### src/rtl/resp_mem_slave_if.sv
// resp_mem_slave_if -- req/ack bus between an interconnect slave port and a
// memory-backed responder.
//   req    master -> slave  transfer request, held with addr/cmd/wdata until ack
//   addr   master -> slave  32-bit byte address (bit 31 is the slave select)
//   cmd    master -> slave  0 = read, 1 = write
//   wdata  master -> slave  32-bit write data
//   ack    slave -> master  single-cycle acknowledge
//   rdata  slave -> master  32-bit read data, valid the cycle after ack
interface resp_mem_slave_if;
  logic        req;
  logic [31:0] addr;
  logic        cmd;
  logic [31:0] wdata;
  logic        ack;
  logic [31:0] rdata;

  modport master (output req, addr, cmd, wdata, input ack, rdata);
  modport slave  (input req, addr, cmd, wdata, output ack, rdata);
endinterface

### src/rtl/resp_mem_slave.sv
// resp_mem_slave -- memory-backed responder for the req/ack interconnect bus.
// Accepts single read/write transfers, stores DEPTH 32-bit words, inserts
// WAIT_CYCLES wait states before a one-cycle ack, and returns read data in
// the cycle after ack.
// Ports:
//   clk   clock, all state changes on the rising edge
//   rst   asynchronous active-low reset
//   bus   resp_mem_slave_if.slave (req/addr/cmd/wdata in, ack/rdata out)
// Build option:
//   RESP_MEM_OOR_EN  when defined, addresses with nonzero addr[30:ADDR_LSB+AW]
//                    are out of range: writes are dropped, reads return
//                    32'hDEAD_BEEF. When undefined the index wraps modulo DEPTH.
module resp_mem_slave #(
  parameter int DEPTH       = 16,
  parameter int ADDR_LSB    = 2,
  parameter int WAIT_CYCLES = 0
) (
  input  logic             clk,
  input  logic             rst,
  resp_mem_slave_if.slave  bus
);

  localparam int AW = $clog2(DEPTH);
  localparam logic [31:0] OOR_RDATA = 32'hDEAD_BEEF;
  localparam logic [3:0]  WAIT_LOAD = 4'(WAIT_CYCLES);

  typedef enum logic [1:0] {
    ST_IDLE  = 2'd0,
    ST_WAIT  = 2'd1,
    ST_ACK   = 2'd2,
    ST_RDATA = 2'd3
  } state_t;

  state_t          state_r;
  state_t          state_nxt_s;
  logic [3:0]      cnt_r;
  logic [AW-1:0]   idx_r;
  logic            cmd_r;
  logic [31:0]     wdata_r;
  logic            oor_r;
  logic [31:0]     mem_r [DEPTH];

  logic            accept_s;
  logic [AW-1:0]   idx_s;
  logic            oor_s;
  logic            unused_addr_s;

  // Only a slice of the address forms the index; fold the rest into a sink.
  assign unused_addr_s = ^bus.addr;

  // A new transfer can start from IDLE and from RDATA (back-to-back reads).
  assign accept_s = ((state_r == ST_IDLE) || (state_r == ST_RDATA)) && bus.req;
  assign idx_s    = bus.addr[ADDR_LSB +: AW];

  // Out-of-range decode; addr[31] never takes part in it.
  always_comb begin
    oor_s = 1'b0;
`ifdef RESP_MEM_OOR_EN
    if (((bus.addr & 32'h7FFF_FFFF) >> (ADDR_LSB + AW)) != 32'h0) begin
      oor_s = 1'b1;
    end else begin
      oor_s = 1'b0;
    end
`else
    oor_s = 1'b0;
`endif
  end

  // FSM state register.
  always_ff @(posedge clk or negedge rst) begin
    if (!rst) begin
      state_r <= ST_IDLE;
    end else begin
      state_r <= state_nxt_s;
    end
  end

  // FSM next-state logic.
  always_comb begin
    state_nxt_s = state_r;
    case (state_r)
      ST_IDLE, ST_RDATA: begin
        if (bus.req) begin
          if (WAIT_CYCLES == 0) begin
            state_nxt_s = ST_ACK;
          end else begin
            state_nxt_s = ST_WAIT;
          end
        end else begin
          state_nxt_s = ST_IDLE;
        end
      end
      ST_WAIT: begin
        // A dropped req mid-wait aborts the transfer; abort wins over expiry.
        if (!bus.req) begin
          state_nxt_s = ST_IDLE;
        end else if (cnt_r <= 4'd1) begin
          state_nxt_s = ST_ACK;
        end else begin
          state_nxt_s = ST_WAIT;
        end
      end
      ST_ACK: begin
        if (cmd_r) begin
          state_nxt_s = ST_IDLE;
        end else begin
          state_nxt_s = ST_RDATA;
        end
      end
      default: begin
        state_nxt_s = ST_IDLE;
      end
    endcase
  end

  // Request capture, wait counter, registered ack, array and read data.
  always_ff @(posedge clk or negedge rst) begin
    if (!rst) begin
      cnt_r     <= 4'd0;
      idx_r     <= '0;
      cmd_r     <= 1'b0;
      wdata_r   <= 32'h0;
      oor_r     <= 1'b0;
      bus.ack   <= 1'b0;
      bus.rdata <= 32'h0;
      for (int i = 0; i < DEPTH; i++) begin
        mem_r[i] <= 32'h0;
      end
    end else begin
      // ack is high exactly while the FSM sits in ACK.
      bus.ack <= (state_nxt_s == ST_ACK);

      if (accept_s) begin
        idx_r   <= idx_s;
        cmd_r   <= bus.cmd;
        wdata_r <= bus.wdata;
        oor_r   <= oor_s;
        cnt_r   <= WAIT_LOAD;
      end else if (state_r == ST_WAIT) begin
        if (!bus.req) begin
          cnt_r <= 4'd0;
        end else if (cnt_r != 4'd0) begin
          cnt_r <= cnt_r - 4'd1;
        end else begin
          cnt_r <= 4'd0;
        end
      end else begin
        cnt_r <= cnt_r;
      end

      // Commit or capture at the edge that ends the ACK cycle.
      if (state_r == ST_ACK) begin
        if (cmd_r) begin
          if (!oor_r) begin
            mem_r[idx_r] <= wdata_r;
          end
        end else if (oor_r) begin
          bus.rdata <= OOR_RDATA;
        end else begin
          bus.rdata <= mem_r[idx_r];
        end
      end
    end
  end

endmodule
### src/flat_wrapper.sv
// flat-port wrapper written by rule: the top's interface ports become plain ports
module resp_mem_slave_flat 
#(
  parameter int DEPTH       = 16,
  parameter int ADDR_LSB    = 2,
  parameter int WAIT_CYCLES = 0
)
  (clk, rst, bus_req, bus_addr, bus_cmd, bus_wdata, bus_ack, bus_rdata);
  resp_mem_slave_if bus_i ();
  input  logic clk;
  input  logic rst;
  input wire logic [$bits(bus_i.req)-1:0] bus_req;
  input wire logic [$bits(bus_i.addr)-1:0] bus_addr;
  input wire logic [$bits(bus_i.cmd)-1:0] bus_cmd;
  input wire logic [$bits(bus_i.wdata)-1:0] bus_wdata;
  output wire logic [$bits(bus_i.ack)-1:0] bus_ack;
  output wire logic [$bits(bus_i.rdata)-1:0] bus_rdata;
  assign bus_i.req = bus_req;
  assign bus_i.addr = bus_addr;
  assign bus_i.cmd = bus_cmd;
  assign bus_i.wdata = bus_wdata;
  assign bus_ack = bus_i.ack;
  assign bus_rdata = bus_i.rdata;
  resp_mem_slave #(.DEPTH(DEPTH), .ADDR_LSB(ADDR_LSB), .WAIT_CYCLES(WAIT_CYCLES)) u_core (.clk(clk), .rst(rst), .bus(bus_i));
endmodule
### config.mk
export PLATFORM = sky130hd
export DESIGN_NAME = resp_mem_slave_flat
export DESIGN_NICKNAME = d
export VERILOG_FILES = /design/src/rtl/resp_mem_slave_if.sv /design/src/rtl/resp_mem_slave.sv /design/src/flat_wrapper.sv
export SDC_FILE = /design/constraint.sdc
export NUM_CORES = 1
export LEC_CHECK = 0
export ABC_CLOCK_PERIOD_IN_PS = 3800
export CORE_MARGIN = 3
export CORE_UTILIZATION = 32
export CTS_CLUSTER_DIAMETER = 40
export DETAILED_ROUTE_END_ITERATION = 16
export PLACE_DENSITY_LB_ADDON = 0.2
export SYNTH_ARGS = -nofsm -noshare
export SYNTH_HDL_FRONTEND = slang
export SYNTH_SLANG_ARGS = --single-unit
export TNS_END_PERCENT = 1
### constraint.sdc
create_clock -name clk -period 3.8 [get_ports clk]
set_input_delay 0.76 -clock clk [delete_from_list [all_inputs] [get_ports clk]]
set_output_delay 0.76 -clock clk [all_outputs]
set_load 0.1 [all_outputs]
==> summary.txt <==
Worst setup path
  • FF-to-FF End: u_core.mem_r[364]$_DFFE_PN0P_
  • Worst path top cell family by delay: buffers and inverters
  • Crit path buf inv count: 1
  • Critical path type: flip-flop to primary output
  • R2R cell count: 4
  • CP required: 3.04 ns
  • FF-to-FF Start: u_core.idx_r[2]$_DFFE_PN0P_
  • Critical path data arrival time: 2.33 ns
  • Max incr delay on CP: 1.23 ns
  • CP max stage cell: clkdlybuf4s50_1
  • Reg2Reg Setup Slack: 1.03 ns
  • Kind of start point of the critical path: flip-flop
  • Critical path cell sequence: clkdlybuf4s50_1
  • Crit path max fanout: 2
  • CP Capture Type: primary output

Timing
  • Final count of negative-setup-slack endpoints: 0
  • Fin crit share: 81.3%
  • Setup TNS: 0 ns
  • Fin. Hold Viols: 0
  • Final Max Tran Viols: 0
  • Final Skew: 0.0261 ns
  • Slew HR: 28.9%
  • Worst Tran Pin Value: 1.06 ns
  • Minimum clock period: 3.09 ns
  • Highest clock rate: 0.324 GHz
  • RSZ-0062 raised after global routing: no

Detailed routing
  • Iteration-0 DRC count of the detailed router: 755
  • Antenna-violating nets left: 0
  • Vias: 15600
  • Post-route DRC: 0
  • Final wirelength: 70100 µm
  • DR WL/cell: 23.2 µm
  • Initial DRT Pass Iterations: 5
  • Vias per Instance: 5.16

Finish
  • # diodes: 0
  • Fillcell total: 7400
  • Layout Cells excl Fill: 3019
  • Area growth syn-to-layout: 21.9%
  • Share of layout cells above drive strength 1: 42.3%
  • Nets: 1951
  • Area taken by multi-input logic gates: 10600 µm²
  • Sequential Area: 14700 µm²

CTS
  • Clock Latency Late Sink: 0.65 ns
  • Longest Clk Path Bufs: 3
  • TritonCTS clock tree: yes
  • CTS sink cnt: 588
  • CTS root buf: clkbuf_16
  • # H-tree levels: 3
  • Clock Pin Slew Worst Setup and Hold Paths: 0.05 ns
  • Setup Buffers After CTS: 0
  • Cts bufs inserted: 103
  • Hold Buf Count CTS: 0
  • Post-cts sizing count: 0

Floorplanning
  • Rows: 103
  • Die area: 84300 µm²
  • Core Region: 79500 µm²
  • Die Wd: 290 µm
  • Initial Util: 32.5%
  • Die Ht: 290 µm
  • IO Count: 101

Power and ir drop
  • Tot Pwr: 0.0302 W
  • VDD IR-drop max: 0.000593 V
  • Leak: 14.3 nW
  • Pwr Density: 957 nW/µm²

Place
  • IO buf count: 72
  • Final HPWL DP: 40000 µm
  • Cells after DPL: 2826
  • GPL Wtd Cong: 0.714

Yosys
  • Share of the synthesized area in the top cell type: 56.9%
  • Area contributors post-synth: dfrtp_1, mux2_2, mux2i_1
  • Ys Warns: 0
  • Post-Synthesis Cells: 1805
  • Register bit total from synthesis: 588
  • Sequential share of the synthesized area: 56.9%
  • Synthesized Nets: 1875
  • Avg Inst Size Synth: 14.3 µm²
  • Leading area contributor after synthesis: dfrtp_1
  • Post-Syn Area: 25900 µm²
  • Number of distinct library cells after synthesis: 32

Global route
  • Global-route wire length before repair: 107000 µm
  • Grt ovf: 0
  • Largest net degree at the start of global routing: 92
  • Vias in the first global route: 16800
  • Initial antenna violation count: 0
  • Total Routing Usage GR: 16.5%

Worst hold path
  • Hold crit path type: input pin to asynchronous set/reset pin

Outcome
  • Status: finished, final reports clean

Job
  • Max-Cap Viols: 0
[cells by family after synthesis]
family | after synthesis | synth area share (%)
muxes | 774 | 34.1
adders and majority gates | 2 | 0.0967
AOI/OAI and AO/OA | 175 | 4.20
and+or+nand+nor | 108 | 2.00
buffers and inverters | 158 | 2.69
DFF | 588 | 56.9
[cell usage after synthesis]
cell and number:
a21oi_1 37, nor4_2 1, and2_1 1, nor3_1 34, or4_1 2, ha_1 2
nand4_1 2, nand3b_1 2, nor2_1 43, buf_4 3, nor2b_1 4, buf_1 1
buf_2 73, dfrtp_1 588, nand2b_1 4, mux2_2 542, inv_1 2, nand2_1 8
mux2_1 8, o22ai_1 64, nor3_2 1, o311ai_0 1, mux2i_1 192, o31ai_1 1
o21ai_0 39, a221oi_1 32, mux4_2 32, or2_2 1, or3b_2 1, nand3_1 4
clkbuf_1 79, o41ai_1 1
[how the worst max path moves through the flow]
stage,depth (start not counted),end,startpoint
floorplan,5,u_core.wdata_r[12]$_DFFE_PN0P_,bus_req
global placement,4,u_core.cmd_r$_DFFE_PN0P_,bus_req
detailed placement,4,u_core.cmd_r$_DFFE_PN0P_,bus_req
CTS,1,bus_rdata[1],u_core.bus.rdata[1]$_DFFE_PN0P_
global route,1,bus_rdata[1],u_core.bus.rdata[1]$_DFFE_PN0P_
finish,1,bus_rdata[1],u_core.bus.rdata[1]$_DFFE_PN0P_
[flip-flops by register name, summed over array words and instances, names as in the netlist]
register and count:
u_core.mem_r 512, u_core.bus.rdata 32, u_core.wdata_r 32, u_core.cnt_r 4, u_core.idx_r 4, u_core.state_r 2
u_core.bus.ack 1, u_core.cmd_r 1
[layout make-up]
cell class / instances / share of cell area [%]
clock buffers: 135 / 9.10
clock inverters: 58 / 2.20
inverters: 2 / 0.0238
multi-input cells: 1059 / 33.5
flip-flops and latches: 588 / 46.7
well taps: 1050 / 4.17
repair buffers: 127 / 4.28
[per-stage QoR]
stage | cell area [µm²] | setup WS, ns | hold slack, ns | utilization [%]
after floorplan | 25900 | 1.76 | 0.457 | -
after global placement | 28000 | 0.896 | 0.470 | 35.2
after detailed placement | 28000 | 0.864 | 0.475 | 35.2
after CTS | 31500 | 0.657 | 0.187 | 39.7
after global routing | 31500 | 0.660 | 0.217 | 39.7
final | 31500 | 0.709 | 0.182 | 39.7
[metal layers]
layer / global-route usage [%] / part of all wire [%]
met4: 4.88 / 2.4
met1: 22.3 / 46
met2: 26.9 / 47
met5: 0 / 0
met3: 3.27 / 4.0
[layout by cell type, fill, tap and decap left out, types with 13 or more instances in the layout]
cell and instances:
a21oi_1 37, a221oi_1 32, buf_12 17, buf_4 39, clkbuf_1 17, clkbuf_16 105
clkbuf_8 13, clkdlybuf4s50_1 70, clkinv_2 14, clkinvlp_4 13, dfrtp_1 584, mux2_2 542
mux2i_1 192, mux4_2 32, nor2_1 34, nor3_1 34, o21ai_0 39, o22ai_1 64
[power by group]
part           total [W]  switching [W]  internal (W)
logic            0.00951        0.00510       0.00441
clock network    0.00932        0.00328       0.00604
registers         0.0113        0.00239       0.00895
total             0.0302         0.0108        0.0194
(Power assumes the default switching activity.)
